`src/rtl/fetch_pkg.sv`:
```
// Shared types and constants for the instruction fetch stage.
//  - fetch_state_e : fetch FSM states
//  - fetch_entry_t : one buffered instruction (its PC, the fetched word, bus error flag)
//  - word_align    : clears the two low address bits
package fetch_pkg;

  localparam int              ILEN   = 32;
  localparam logic [ILEN-1:0] PC_INC = 32'd4;

  typedef enum logic [1:0] {
    IDLE,
    REQ,
    WAIT,
    FLUSH
  } fetch_state_e;

  typedef struct packed {
    logic [ILEN-1:0] pc;
    logic [ILEN-1:0] instr;
    logic            err;
  } fetch_entry_t;

  function automatic logic [ILEN-1:0] word_align(input logic [ILEN-1:0] addr);
    return addr & ~32'd3;
  endfunction

endpackage

```
`src/rtl/fetch_fifo.sv`:
```
// Synchronous FIFO of fetch_entry_t used as the fetch instruction buffer.
// Ports:
//  clk, rst   clock, asynchronous active-high reset
//  push       write push_data (ignored when full unless a pop frees the slot)
//  push_data  entry to write
//  pop        drop the head entry (ignored when empty)
//  flush      empty the FIFO; dominates push and pop
//  head       current head entry (contents undefined while empty)
//  count      number of stored entries
//  full/empty occupancy flags
module fetch_fifo
  import fetch_pkg::*;
#(
  parameter int DEPTH = 2
) (
  input  logic                       clk,
  input  logic                       rst,
  input  logic                       push,
  input  fetch_entry_t               push_data,
  input  logic                       pop,
  input  logic                       flush,
  output fetch_entry_t               head,
  output logic [$clog2(DEPTH):0]     count,
  output logic                       full,
  output logic                       empty
);

  localparam int AW = $clog2(DEPTH);
  localparam int CW = AW + 1;

  fetch_entry_t  mem [DEPTH];
  logic [AW-1:0] wr_ptr;
  logic [AW-1:0] rd_ptr;
  logic          do_push;
  logic          do_pop;

  assign empty   = (count == '0);
  assign full    = (count == CW'(DEPTH));
  assign do_pop  = pop && !empty && !flush;
  // A pop in the same cycle frees the slot, so push-while-full is legal then.
  assign do_push = push && (!full || do_pop) && !flush;
  assign head    = mem[rd_ptr];

  // NOTE: sequential state uses non-blocking assignments so every register
  // samples the pre-edge values regardless of evaluation order.
  always_ff @(posedge clk or posedge rst) begin
    if (rst) begin
      wr_ptr <= '0;
      rd_ptr <= '0;
      count  <= '0;
    end else if (flush) begin
      wr_ptr <= '0;
      rd_ptr <= '0;
      count  <= '0;
    end else begin
      if (do_push) wr_ptr <= wr_ptr + AW'(1);
      if (do_pop)  rd_ptr <= rd_ptr + AW'(1);
      count <= count + CW'(do_push) - CW'(do_pop);
    end
  end

  // NOTE: the storage array is deliberately not reset; validity is tracked by
  // count alone, and leaving the RAM out of reset keeps it a plain memory.
  always_ff @(posedge clk) begin
    if (do_push) mem[wr_ptr] <= push_data;
  end

endmodule

```
`src/rtl/instr_fetch.sv`:
```
// Instruction fetch stage.
// Reads the current PC, requests words from instruction memory over a
// req/gnt/rvalid handshake (one transaction in flight at most), advances or
// redirects the PC, and buffers returned words with their PC for decode.
// Ports:
//  clk_i, rst_i                    clock, asynchronous active-high reset
//  pc_i / pc_ld_o / pc_data_o      program counter read and load port
//  redirect_i / redirect_pc_i      branch/jump/trap redirect
//  imem_req_o / imem_addr_o        memory request and word-aligned address
//  imem_gnt_i                      request accepted
//  imem_rvalid_i / imem_rdata_i    response valid and data
//  imem_err_i                      bus error, qualified by imem_rvalid_i
//  instr_valid_o / instr_ready_i   decode handshake
//  instr_o / instr_pc_o / instr_err_o  head instruction, its PC, its error flag
module instr_fetch
  import fetch_pkg::*;
#(
  parameter int FIFO_DEPTH = 2
) (
  input  logic            clk_i,
  input  logic            rst_i,
  input  logic [31:0]     pc_i,
  output logic            pc_ld_o,
  output logic [31:0]     pc_data_o,
  input  logic            redirect_i,
  input  logic [31:0]     redirect_pc_i,
  output logic            imem_req_o,
  output logic [31:0]     imem_addr_o,
  input  logic            imem_gnt_i,
  input  logic            imem_rvalid_i,
  input  logic [31:0]     imem_rdata_i,
  input  logic            imem_err_i,
  output logic            instr_valid_o,
  input  logic            instr_ready_i,
  output logic [31:0]     instr_o,
  output logic [31:0]     instr_pc_o,
  output logic            instr_err_o
);

  localparam int CW = $clog2(FIFO_DEPTH) + 1;

  fetch_state_e  state;
  fetch_state_e  state_nxt;
  logic [31:0]   inflight_pc;
  logic [CW-1:0] count;
  logic [CW-1:0] count_after;
  logic          full;
  logic          empty;
  logic          grant;
  logic          push;
  logic          pop;
  fetch_entry_t  head;
  fetch_entry_t  push_data;

  assign imem_req_o  = (state == REQ);
  assign imem_addr_o = imem_req_o ? word_align(pc_i) : '0;
  assign grant       = imem_req_o && imem_gnt_i;

  // A redirect drops a same-cycle response and suppresses the pop; the FIFO
  // itself is flushed by the redirect.
  assign push        = (state == WAIT) && imem_rvalid_i && !redirect_i;
  assign pop         = instr_valid_o && instr_ready_i && !redirect_i;
  assign count_after = count + CW'(push) - CW'(pop);
  assign push_data   = '{pc: inflight_pc, instr: imem_rdata_i, err: imem_err_i};

  fetch_fifo #(.DEPTH(FIFO_DEPTH)) u_fifo (
    .clk       (clk_i),
    .rst       (rst_i),
    .push      (push),
    .push_data (push_data),
    .pop       (pop),
    .flush     (redirect_i),
    .head      (head),
    .count     (count),
    .full      (full),
    .empty     (empty)
  );

  assign instr_valid_o = !empty;
  assign instr_o       = empty ? '0 : head.instr;
  assign instr_pc_o    = empty ? '0 : head.pc;
  assign instr_err_o   = empty ? 1'b0 : head.err;

  always_ff @(posedge clk_i or posedge rst_i) begin
    if (rst_i) begin
      state       <= IDLE;
      inflight_pc <= '0;
    end else begin
      state <= state_nxt;
      if (grant) inflight_pc <= word_align(pc_i);
    end
  end

  // NOTE: every output of this block gets a default first, so no path leaves
  // a signal unassigned and no latch is inferred.
  always_comb begin
    state_nxt = state;
    pc_ld_o   = 1'b0;
    pc_data_o = '0;

    if (redirect_i) begin
      pc_ld_o   = 1'b1;
      pc_data_o = word_align(redirect_pc_i);
    end else if (grant) begin
      pc_ld_o   = 1'b1;
      pc_data_o = pc_i + PC_INC;
    end

    unique case (state)
      // No push can happen in IDLE, so a free slot after this cycle means
      // "not full, or a pop is draining one". A redirect empties the FIFO.
      IDLE: if (redirect_i || !full || pop) state_nxt = REQ;
      // Without a grant the request is simply re-presented; after a redirect
      // it carries the new PC next cycle.
      REQ: if (grant) state_nxt = redirect_i ? FLUSH : WAIT;
      WAIT: begin
        if (imem_rvalid_i) begin
          state_nxt = (redirect_i || count_after < CW'(FIFO_DEPTH)) ? REQ : IDLE;
        end else if (redirect_i) begin
          state_nxt = FLUSH;
        end
      end
      // The discarded response retires the in-flight transaction even if a
      // further redirect arrives with it; the PC load already carries the
      // newest target.
      FLUSH: if (imem_rvalid_i) state_nxt = REQ;
      default: state_nxt = IDLE;
    endcase
  end

endmodule

```
`config.mk`:
```
export PLATFORM = sky130hd
export DESIGN_NAME = instr_fetch
export DESIGN_NICKNAME = d
export VERILOG_FILES = /design/src/rtl/fetch_pkg.sv /design/src/rtl/fetch_fifo.sv /design/src/rtl/instr_fetch.sv
export SDC_FILE = /design/constraint.sdc
export NUM_CORES = 1
export LEC_CHECK = 0
export BUFFER_PORTS_ARGS = -buffer_cell sky130_fd_sc_hd__clkbuf_2
export CAP_MARGIN = 20
export CORE_MARGIN = 2
export CORE_UTILIZATION = 52
export CTS_CLUSTER_SIZE = 24
export DETAILED_ROUTE_END_ITERATION = 8
export PLACE_DENSITY_LB_ADDON = 0.08
export SKIP_LAST_GASP = 1
export SYNTH_ARGS = -nofsm -noshare
export SYNTH_HDL_FRONTEND = slang
export SYNTH_SLANG_ARGS = --single-unit
```
`constraint.sdc`:
```
create_clock -name clk_i -period 5.3 [get_ports clk_i]
set_clock_uncertainty 0.05 [all_clocks]
set_input_delay 1.06 -clock clk_i [delete_from_list [all_inputs] [get_ports clk_i]]
set_output_delay 1.06 -clock clk_i [all_outputs]
set_load 0.1 [all_outputs]
```
Word level (Yosys, flattened, before mapping)
Memories as Yosys holds them, arrays and structs flattened.
Index checks and enable logic that the tools add are counted.
{"block": "word_totals", "memories": 1, "ram_bits": 126, "out_inout_bits": 132, "in_bits": 103, "elab_cells": 66, "register_bits": 36}
{"block": "op_classes", "order_cmp": 1, "n_mux": 23, "eq_ne": 8, "n_reduce_logical": 21, "addsub": 7}
{"memory": "u_fifo.mem", "words": 2, "width": 63, "rd": 1, "rd_clocked_by_memory_dff": 0, "wr": 1, "line": "fetch_fifo.sv:31", "rtl": "fetch_entry_t mem [DEPTH];"}
{"op": "32-bit 2-to-1 mux", "n": 5}
{"op": "32-bit by 3-bit adder with 32-bit output (second input constant)", "n": 1}
{"op": "2-bit 2-to-1 mux", "n": 6}
{"op": "1-bit 2-to-1 mux", "n": 11}
{"op": "1-bit logical AND", "n": 9}
{"op": "2-bit one-hot mux with 4 select lines", "n": 1}
{"op": "2-bit equality test (second input constant)", "n": 3}
{"op": "2-bit by 1-bit adder with 2-bit output", "n": 2}
{"op": "2-bit logical NOT", "n": 2}
{"op": "1-bit logical OR", "n": 4}
{"op": "2-bit inequality test (second input constant)", "n": 2}
{"op": "4-bit AND reduction", "n": 1}
{"op": "2-bit nonzero test", "n": 2}
{"op": "2-bit by 1-bit subtractor with 2-bit output", "n": 2}
{"op": "1-bit logical NOT", "n": 3}
{"op": "3-bit inequality test (second input constant)", "n": 1}
{"op": "1-bit adder (second input constant)", "n": 2}
{"op": "2-bit by 1-bit equality test with 1-bit output (second input constant)", "n": 1}
{"op": "2-bit less-than comparator (second input constant)", "n": 1}
{"op": "2-bit by 1-bit inequality test with 1-bit output (second input constant)", "n": 1}

Longest topological paths before layout
Gate-level depths: netlist (run 1).
{"block": "logic_depth", "depth_word": 12, "ltp_mapped": 9, "depth_no_buf": 9}

Hierarchy
Synthesis (run 1) repeated with hierarchy kept, for this count alone.
{"block": "unflattened", "hier_cells": 627, "area_unflattened_um2": 8044.0}
{"mod": "fetch_fifo", "cells_per_inst": 227, "instances": 1, "seq_area_each_um2": 4003.8, "area_each_um2": 4907.2}
{"mod": "instr_fetch", "cells_per_inst": 400, "instances": 1, "seq_area_each_um2": 800.8, "area_each_um2": 3136.8}

Worst setup path before layout (run 1)
No wires, ideal clock.
{"block": "synth_timing", "path_type": "register -> output", "startpoint": "register state[1]", "endpoint": "output port pc_data_o[20]", "stages_incl_launch_ff": 6, "path_buffers": 1, "required_time_ps": 4190, "path_slack_ps": -1110, "arrival_time_ps": 5300, "cell_sequence": "dfrtp_1 inv_1 ha_1 nand3b_1 clkbuf_1 o311ai_0"}
{"block": "synth_between", "elab_chain_len": 4}
{"element": "start: declaration", "line": "instr_fetch.sv:42", "rtl": "fetch_state_e state;"}
{"element": "start signal: assignment", "line": "instr_fetch.sv:89", "rtl": "state <= state_nxt;"}
{"element": "2-bit by 1-bit equality test with 1-bit output", "line": "instr_fetch.sv:55", "rtl": "assign imem_req_o = (state == REQ);"}
{"element": "net imem_req_o", "line": "instr_fetch.sv:27", "rtl": "output logic imem_req_o,"}
{"element": "1-bit logical AND", "line": "instr_fetch.sv:57", "rtl": "assign grant = imem_req_o && imem_gnt_i;"}
{"element": "32-bit 2-to-1 mux", "line": "instr_fetch.sv:104", "rtl": "end else if (grant) begin"}
{"element": "32-bit 2-to-1 mux", "line": "instr_fetch.sv:101", "rtl": "if (redirect_i) begin"}
{"element": "end: declaration", "line": "instr_fetch.sv:24", "rtl": "output logic [31:0] pc_data_o,"}
The timed path passes the listed nets, and every way through them passes these cells.

Final worst setup path (run 1)
{"block": "layout_timing", "startpoint": "register state[1]", "endpoint": "output port pc_data_o[24]"}
{"block": "layout_between", "elab_chain_len": 4}
{"element": "2-bit by 1-bit equality test with 1-bit output", "line": "instr_fetch.sv:55"}
{"element": "1-bit logical AND", "line": "instr_fetch.sv:57"}
{"element": "32-bit 2-to-1 mux", "line": "instr_fetch.sv:104"}
{"element": "32-bit 2-to-1 mux", "line": "instr_fetch.sv:101"}
Every way passes these cells.

==> run_results.csv, run 1 <==
group,metric,value,unit
status,status,"finished clean",
routing,drtIter0Drc,301,
worst_hold_path,whs_path_depth,0,
sta,setup_viol,0,
yosys,syn_area,7637,µm²
grt,grt_use_met1,0.2767,
sta,fmax,215.6,MHz
power_and_ir_drop,irDropWorstVdd,408.3,µV
die,die_height,125.2,µm
worst_hold_path,hold_path.class,"flip-flop to flip-flop",
die,start_util,0.5295,
clock_network,cts_setup_buffers,0,
grt,grt.met2_usage,0.3958,
cells_and_area,nNetsFinal,948,
placement,place_congestion,0.8797,
sta,finalMaxSlewViolations,0,
power_and_ir_drop,p_int,2.728,mW
routing,vias,5723,
grt,grt-ovfl-total,0,
worst_setup_path,crit_arrival,3530,ps
grt,grt_busiest_layer,"met2",
power_and_ir_drop,power.switching,2.283,mW
grt,use_met3,0.06162,
sta,fin_crit_sh,0.8752,
placement,hpwl,12370,µm
sta,slew-limit-headroom,0.3246,
cells_and_area,multiInputGateArea,2741,µm²
yosys,synth_cells,621,
grt,grt.total_usage,0.2307,
yosys,ys_ff_latch,162,
clock_network,path_clk_slew,60,ps
power_and_ir_drop,pwr-share-seq,0.342,
yosys,synth_seq_area_share,0.6134,
yosys,ys_warn_count,0,
cells_and_area,antenna_cells,0,
worst_setup_path,worstPathRequired,4190,ps
worst_hold_path,hold_path_end,"u_fifo.mem[1][56]$_DFFE_PP_",
clock_network,clockRootBuffer,"clkbuf_16",
clock_network,numCtsBuffers,17,
worst_setup_path,r2r_cells,6,
worst_setup_path,cp-end-kind,"output pin",
cells_and_area,areaGrowthSynthToFinish,26.90,%
worst_setup_path,reg2reg_from,"state[0]$_DFFE_PP0P_",
yosys,synthFlopType,"edfxtp_1",
worst_setup_path,r2r_slack,2510,ps
die,rows,44,
sta,hold_viol_final,0,
routing,viasPerCell,5.529,
yosys,synth_edf_count,126,
worst_setup_path,r2r-end,"u_fifo.mem[0][8]$_DFFE_PP_",
placement,portBuffers,228,
grt,grt_pass1_vias,5684,
clock_network,htree_levels,4,
grt,grt_pass1_wl,28410,µm
power_and_ir_drop,pwr-share-clk,0.237,
cells_and_area,final-seq-area,4688,µm²
worst_setup_path,cp-start-kind,"flip-flop",
cells_and_area,drive_above_1_share,0.3584,
cells_and_area,nFillCells,1109,
clock_network,clk_latency,420,ps
worst_setup_path,path_class,"flip-flop to output pin",
die,pin_count,235,
clock_network,clock-sinks,162,
power_and_ir_drop,comb_power_share,0.421,
clock_network,cts_tree,"built",
clock_network,hold_buffers,0,
sta,rsz0062_at_grt,"false",
routing,wl,18280,µm
sta,tns,0,ps
power_and_ir_drop,sw_frac_of_total,0.4556,
yosys,yosysUniqueCellTypes,50,
grt,antenna_found_initial,0,
worst_setup_path,path_max_fanout,21,
die,coreArea,14420,µm²
routing,drcViolationCount,0,
routing,first_pass_iters,5,
yosys,ys_async_sr_fraction,0.2222,
job,drv_cap,0,
worst_hold_path,holdCritStartpoint,"inflight_pc[25]$_DFFE_PP0P_",
power_and_ir_drop,leakagePower,3.847,nW
routing,drtAntennaViolNets,0,
clock_network,cts-resized-gates,0,
power_and_ir_drop,finalPower,5.011,mW
sta,min_period,4638,ps
grt,grt_max_degree,65,
clock_network,cts_max_path_buffers,2,
die,die_width,125.2,µm
sta,tightestPinTransition,1011,ps
yosys,avgSynthCellArea,12.30,µm²
power_and_ir_drop,p_per_area,517.0,nW/µm²
die,die_area,15670,µm²
routing,wl_per_cell,17.66,µm
-- through the flow --
| stage | hold WS, ps | utilization | worst slack [ps] | cells | instance area [µm²] |
|---|---|---|---|---|---|
| after detailed placement | 401.4 | 0.6296 | 929.6 | 1002 | 9081 |
| after CTS | 417.0 | 0.6700 | 699.2 | 1034 | 9664 |
| after global routing | 431.6 | 0.6719 | 439.3 | 1035 | 9692 |
| after floorplan | 386.6 | - | 25.42 | 624 | 7649 |
| after global placement | 394.6 | 0.6296 | 916.3 | 1002 | 9081 |
| final | 416.0 | 0.6719 | 661.6 | 1035 | 9692 |
-- Yosys cell counts (all sizes together) (9+ instances only) --
cell type	count	share of area
a32oi	11	0.013
and2	27	0.022
buf	18	0.012
clkbuf	26	0.013
dfrtp	36	0.12
edfxtp	126	0.50
inv	14	0.0069
mux2	24	0.035
mux2i	64	0.084
nand2	32	0.016
nand3	36	0.026
nor2	83	0.041
nor3	10	0.0066
nor4	9	0.0090
o211ai	10	0.0098
o21ai	22	0.014
xnor2	10	0.011
-- worst max path at each step --
stage | from | end | cells after the start
after floorplan | state[1]$_DFFE_PP0P_ | pc_data_o[11] | 5
after global placement | pc_i[2] | pc_data_o[16] | 7
after detailed placement | pc_i[2] | pc_data_o[24] | 7
after CTS | state[1]$_DFFE_PP0P_ | pc_data_o[24] | 7
after global routing | state[1]$_DFFE_PP0P_ | pc_data_o[29] | 8
final | state[1]$_DFFE_PP0P_ | pc_data_o[24] | 7
-- critical path, cell delays in order (launching register included) --
cell	delay, ps
dfrtp_1	400
inv_1	110
ha_1	500
buf_4	340
nand3b_1	650
nor4_1	520
a211o_1	150
clkbuf_2	450
-- power by group through the flow --
stage / clock [mW] / combinational [mW] / sequential [mW]
finish: 1.19 / 2.11 / 1.71
global route: 1.27 / 2.19 / 1.73
CTS: 1.21 / 2.10 / 1.72
detailed placement: 0 / 2.10 / 1.75
global placement: 0 / 2.07 / 1.73
floorplan: 0 / 1.74 / 1.69
-- area by class of cell --
class | instances | share of cell area
clock buffer | 17 | 0.04389
clock inverter | 15 | 0.01627
inverter | 14 | 0.005422
multi-input combinational | 404 | 0.2829
sequential | 162 | 0.4837
tap | 184 | 0.02375
timing repair buffer | 239 | 0.1441
-- state kept, by name, indices dropped and copies added, names as in the netlist --
register	flops
inflight_pc	30
u_fifo.rd_ptr	1
u_fifo.wr_ptr	1
u_fifo.mem	126
u_fifo.count	2
state	2
-- placed cells by master (no fill, tap or decap), types with 11 or more instances in the layout --
master     netlist  final
a32oi_1         11     11
and2_1          27     26
buf_4            5     11
clkbuf_16        0     17
clkbuf_2         1    217
dfrtp_1         36     35
edfxtp_1       126    126
inv_1           14     13
mux2_2          24     24
mux2i_1         64     64
nand2_1         32     31
nand3_1         34     34
nor2_1          83     82
o21ai_0         22     22
-- kinds of logic (layout without fill, tap and decap cells) --
kind of cell	after synthesis	count (layout)	synth area share
AO/OA/AOI/OAI	58	58	0.05275
XOR/XNOR	14	14	0.01605
adder cells (fa/ha/maj)	7	7	0.01147
buffers and inverters	58	285	0.03178
flip-flops	162	162	0.6134
multiplexers	88	88	0.1193
other	1	4	0.0004910
AND/OR/NAND/NOR	233	233	0.1548
-- routing by layer --
| layer | routed length (µm) | vias up |
|---|---|---|
| li1 | - | 2715 |
| met1 | 7409 | 2791 |
| met2 | 9350 | 199 |
| met3 | 1272 | 18 |
| met4 | 249 | 0 |
| met5 | 0 | - |
No activity file was read; power rests on OpenSTA's default activity.
==> inputs of run 2 (changes only) <==
CTS_CLUSTER_DIAMETER = 200   (was default)
REMOVE_ABC_BUFFERS = 1   (was default)
==> run 2 against run 1 <==
Compared with the run above:
- via count is 1.5% higher
- cell area is 0.26% lower
- clock power hardly changed
==> run_results.csv, run 2 (synthesis gave the netlist of run 1 again) <==
group,metric,value,unit
status,status,"finished clean",
grt,grt_pass1_vias,5618,
worst_setup_path,crit_arrival,3430,ps
routing,drtAntennaViolNets,0,
clock_network,cts_setup_buffers,0,
die,die_area,15670,µm²
sta,whs,411.3,ps
sta,setup_viol,0,
die,die_width,125.2,µm
cells_and_area,final_cell_mix,"clkbuf_2 (217), edfxtp_1 (126), nor2_1 (82), mux2i_1 (64), dfrtp_1 (35)",
routing,drcViolationCount,0,
clock_network,path_clk_slew,60,ps
clock_network,cts_tree,"built",
placement,place_congestion,0.8451,
routing,wl,18490,µm
sta,fmax,220.4,MHz
placement,place_area,9061,µm²
die,coreArea,14420,µm²
clock_network,hold_buffers,0,
worst_setup_path,path_max_fanout,21,
clock_network,cts-resized-gates,0,
worst_setup_path,cp-start-kind,"flip-flop",
worst_setup_path,crit_start,"state[1]$_DFFE_PP0P_",
sta,tns,0,ps
worst_setup_path,r2r_cells,6,
power_and_ir_drop,p_per_area,519.3,nW/µm²
worst_setup_path,worstPathRequired,4190,ps
sta,hold_viol_final,0,
grt,grt-ovfl-total,0,
sta,min_period,4538,ps
sta,slew-limit-headroom,0.3686,
worst_setup_path,r2r_slack,2690,ps
worst_setup_path,r2r-end,"u_fifo.mem[0][43]$_DFFE_PP_",
clock_network,numCtsBuffers,17,
routing,first_pass_iters,7,
sta,tightestPinTransition,944.2,ps
worst_setup_path,critPathCapture,"pc_data_o[24]",
power_and_ir_drop,leakagePower,3.852,nW
clock_network,htree_levels,4,
die,start_util,0.5295,
die,pin_count,235,
worst_setup_path,cp-end-kind,"output pin",
worst_setup_path,path_class,"flip-flop to output pin",
routing,wl_per_cell,17.88,µm
cells_and_area,largest-register,"u_fifo.mem",
cells_and_area,largest_register_ffs,126,
sta,fin_crit_sh,0.8561,
clock_network,clockRootBuffer,"clkbuf_16",
cells_and_area,areaGrowthSynthToFinish,26.57,%
cells_and_area,postLayoutCellArea,9667,µm²
cells_and_area,top_regs,"u_fifo.mem x126, inflight_pc x30",
routing,viasPerCell,5.619,
grt,antenna_found_initial,0,
placement,hpwl,12340,µm
power_and_ir_drop,irDropWorstVdd,442.6,µV
die,rows,44,
routing,vias,5810,
die,die_height,125.2,µm
cells_and_area,nNetsFinal,947,
worst_setup_path,reg2reg_from,"state[0]$_DFFE_PP0P_",
grt,grt.total_usage,0.2340,
routing,drtIter0Drc,389,
cells_and_area,antenna_cells,0,
job,drv_cap,0,
clock_network,clock-sinks,162,
grt,grt_max_degree,65,
placement,portBuffers,228,
cells_and_area,final_common_cell,"clkbuf_2",
grt,grt_pass1_wl,28950,µm
sta,finalMaxSlewViolations,0,
sta,rsz0062_at_grt,"false",
clock_network,cts_max_path_buffers,2,
worst_hold_path,hold_path.class,"flip-flop to flip-flop",
clock_network,clk_latency,420,ps
cells_and_area,drive_above_1_share,0.3565,
[run 2: cell count changes in the layout (fill, tap and decap cells not counted)]
cell,delta
buf_12,-1
clkbuf_1,+1
o311ai_1,-1
o311ai_0,+1
inv_6,+2
inv_2,+1
clkinvlp_4,-4
[run 2: worst min path at each step]
| stage | to | slack (ps) | start | cells past startpoint |
|---|---|---|---|---|
| 2_1_floorplan | u_fifo.mem[0][33]$_DFFE_PP_ | 390 | inflight_pc[2]$_DFFE_PP0P_ | 0 |
| 3_3_place_gp | u_fifo.mem[0][33]$_DFFE_PP_ | 390 | inflight_pc[2]$_DFFE_PP0P_ | 0 |
| 3_5_place_dp | u_fifo.mem[1][61]$_DFFE_PP_ | 400 | inflight_pc[30]$_DFFE_PP0P_ | 0 |
| 4_1_cts | u_fifo.mem[0][41]$_DFFE_PP_ | 410 | inflight_pc[10]$_DFFE_PP0P_ | 0 |
| 5_1_grt | u_fifo.mem[0][44]$_DFFE_PP_ | 430 | inflight_pc[13]$_DFFE_PP0P_ | 0 |
| 6_report | u_fifo.mem[1][61]$_DFFE_PP_ | 410 | inflight_pc[30]$_DFFE_PP0P_ | 0 |
[run 2: critical path, stage by stage, from the launching register on]
cell and delay, ps:
dfrtp_1 410, inv_1 120, ha_1 550, nand3b_1 800, a211oi_1 510, a211o_1 170, clkbuf_2 450
[run 2: where the power goes]
| part | total [mW] | switching, mW | leakage (nW) | internal [mW] |
|---|---|---|---|---|
| Combinational | 2.11 | 1.69 | 2.00 | 0.427 |
| Sequential | 1.71 | 0.107 | 1.57 | 1.60 |
| Clock | 1.20 | 0.501 | 0.283 | 0.700 |
| Total | 5.02 | 2.29 | 3.85 | 2.73 |
[run 2: layout make-up]
cell class	count	area, µm²
fill	1167	4757
sequential	162	4688
multi-input combinational	404	2741
timing repair buffer	238	1376
clock buffer	18	429.2
tap	184	230.2
clock inverter	14	148.9
inverter	14	52.55
[run 2: through the flow]
stage | setup WS, ps | power [mW] | instances | util
floorplan | -1787 | 3.404 | 580 | -
global placement | 896.0 | 3.805 | 1001 | 0.6282
detailed placement | 876.5 | 3.843 | 1001 | 0.6282
CTS | 750.6 | 5.040 | 1033 | 0.6683
global route | 614.5 | 5.192 | 1034 | 0.6702
finish | 762.5 | 5.020 | 1034 | 0.6702
[run 2: layer usage]
layer  vias to the layer above  routed length, µm  GRT usage
met2                       251               9090     0.3900
li1                       2712                  -          -
met1                      2816               7867     0.3052
met5                         -                  0          0
met3                        31               1173    0.05092
met4                         0                360    0.08301
==> inputs of run 3 (changes only) <==
CELL_PAD_IN_SITES_DETAIL_PLACEMENT = 0   (was default)
CELL_PAD_IN_SITES_GLOBAL_PLACEMENT = 1   (was default)
CORE_UTILIZATION = 40   (was 52)
==> run 3 against run 2 <==
Compared with the run above:
- clock power rose by 7%
- global-route usage fell by 3.9 points
- worst hold slack improved by 2.9 ps
- power rose by 2.0%
- maximum frequency rose by 1.7%
- first-iteration DRC count fell by 54%
- cell area rose by 1.7%
- flip-flop and latch count did not move
- count of clock-buffer cells in the layout fell by 1
==> run_results.csv, run 3 (synthesis gave the netlist of run 1 again) <==
group,metric,value,unit
status,status,"finished clean",
power_and_ir_drop,leakagePower,3.891,nW
worst_hold_path,whs_path_depth,0,
die,coreArea,18710,µm²
cells_and_area,drive_above_1_share,0.3608,
power_and_ir_drop,pwr-share-clk,0.250,
sta,timing.final.ws_setup,839.8,ps
worst_setup_path,path_class,"input port to output pin",
placement,place_congestion,0.8229,
cells_and_area,antenna_cells,0,
clock_network,cts-resized-gates,0,
worst_setup_path,cpMaxStageDelayCell,"or4_1",
cells_and_area,final_cell_mix,"clkbuf_2 (215), edfxtp_1 (126), nor2_1 (82), mux2i_1 (64), dfrtp_1 (35)",
power_and_ir_drop,p_per_area,520.7,nW/µm²
routing,drcViolationCount,0,
placement,dp_cells,1054,
sta,tightestPinTransition,926.9,ps
die,rows,50,
worst_hold_path,hold_path_end,"u_fifo.mem[1][45]$_DFFE_PP_",
power_and_ir_drop,sw_frac_of_total,0.4539,
routing,first_pass_iters,4,
worst_setup_path,r2r_slack,2560,ps
power_and_ir_drop,pwr-share-seq,0.334,
cells_and_area,fin_util,0.5258,
cells_and_area,top_regs,"u_fifo.mem x126, inflight_pc x30",
worst_hold_path,hold_path.class,"flip-flop to flip-flop",
worst_setup_path,cp-end-kind,"output pin",
cells_and_area,nNetsFinal,949,
power_and_ir_drop,irDropWorstVdd,306.4,µV
worst_setup_path,cpLargestDelayFamily,"simple AND/OR/NAND/NOR gates",
sta,setup_viol,0,
worst_setup_path,path_buf_inv,2,
grt,grt_max_degree,64,
clock_network,numCtsBuffers,17,
placement,hpwl,13310,µm
die,die_area,20220,µm²
sta,finalMaxSlewViolations,0,
clock_network,cts_max_path_buffers,2,
routing,vias,5752,
worst_setup_path,path_max_fanout,9,
power_and_ir_drop,comb_power_share,0.416,
clock_network,clockRootBuffer,"clkbuf_16",
sta,fmax,224.2,MHz
grt,grt_pass1_wl,30160,µm
die,start_util,0.4083,
worst_setup_path,crit_arrival,3350,ps
die,pin_count,235,
clock_network,cts_tree,"built",
clock_network,clock-sinks,162,
power_and_ir_drop,p_int,2.797,mW
routing,viasPerCell,5.301,
grt,antenna_found_initial,0,
cells_and_area,final_common_cell,"clkbuf_2",
worst_setup_path,r2r-end,"u_fifo.mem[0][42]$_DFFE_PP_",
sta,fin_crit_sh,0.8415,
clock_network,htree_levels,4,
worst_setup_path,r2r_cells,6,
clock_network,clk_latency,420,ps
power_and_ir_drop,power.switching,2.324,mW
sta,slew-limit-headroom,0.3821,
routing,wl_per_cell,18.17,µm
die,die_height,142.2,µm
worst_setup_path,reg2reg_from,"state[0]$_DFFE_PP0P_",
worst_setup_path,cp_common_cell,"clkbuf_2",
cells_and_area,final_cells,1085,
cells_and_area,largest-register,"u_fifo.mem",
grt,grt-ovfl-total,0,
cells_and_area,largest_register_ffs,126,
worst_setup_path,worstPathRequired,4190,ps
clock_network,hold_buffers,0,
grt,grt_pass1_vias,5743,
job,drv_cap,0,
sta,hold_viol_final,0,
die,die_width,142.2,µm
sta,rsz0062_at_grt,"false",
routing,drtIter0Drc,180,
clock_network,path_clk_slew,70,ps
cells_and_area,areaGrowthSynthToFinish,28.77,%
placement,pre_cts_ws,858.3,ps
grt,grt.total_usage,0.1955,
routing,wl,19710,µm
cells_and_area,nFillCells,1671,
routing,drtAntennaViolNets,0,
worst_setup_path,crit_path_cell_trace,"clkbuf_2 -> ha_1 -> nand2_1 -> or4_1 -> nor4_1 -> a211o_1 -> clkbuf_2",
worst_hold_path,holdCritStartpoint,"inflight_pc[14]$_DFFE_PP0P_",
worst_setup_path,cpPeakStageDelay,760,ps
worst_setup_path,cp-start-kind,"input port",
placement,portBuffers,228,
sta,min_period,4460,ps
clock_network,cts_setup_buffers,0,
==> run 3: changes by cell type in the layout (fill, tap and decap cells not counted), moves of 2 or more <==
cell,before,now
clkbuf_2,217,215
clkinv_2,2,0
buf_12,9,14
clkinv_1,2,0
==> run 3: layer usage <==
metal  vias to the layer above  track usage  wire (µm)
met3                        19      0.03668       1177
met4                         0      0.06105        248
met5                         -            0          0
li1                       2709            -          -
met2                       193       0.3318       9514
met1                      2831       0.2549       8771
==> run 3: worst max path at each step <==
stage	startpoint	to	slack (ps)	cells after the start
4_1_cts	pc_i[2]	pc_data_o[24]	850	7
2_1_floorplan	state[1]$_DFFE_PP0P_	pc_data_o[20]	-1790	4
3_3_place_gp	pc_i[2]	pc_data_o[24]	870	7
3_5_place_dp	pc_i[2]	pc_data_o[24]	860	7
5_1_grt	pc_i[3]	pc_data_o[24]	750	7
6_report	pc_i[2]	pc_data_o[24]	840	7
==> run 3: power by group through the flow <==
stage / logic (mW) / clock network, mW / registers, mW
2_1_floorplan: 1.70 / 0 / 1.71
3_3_place_gp: 2.13 / 0 / 1.72
3_5_place_dp: 2.15 / 0 / 1.74
4_1_cts: 2.15 / 1.30 / 1.71
5_1_grt: 2.23 / 1.36 / 1.74
6_report: 2.13 / 1.28 / 1.71
==> run 3: area by class of cell <==
type                            instances  area, µm²  area share
Inverter                               14      52.55    0.005344
Timing Repair Buffer                  240       1439      0.1463
Clock inverter                         14      195.2     0.01985
Sequential cell                       162       4688      0.4767
Tap cell                              234      292.8     0.02977
Multi-Input combinational cell        404       2741      0.2788
Clock buffer                           17      425.4     0.04326
==> run 3: metrics by stage <==
stage                     hold WS, ps  total power [mW]  TNS [ps]  area (µm²)
final                           414.2             5.121         0        9834
after global routing            428.6             5.319         0        9834
after CTS                       418.4             5.168         0        9834
after detailed placement        402.3             3.887         0        9214
after global placement          389.0             3.849         0        9214
after floorplan                 386.6             3.404    -16070        7458
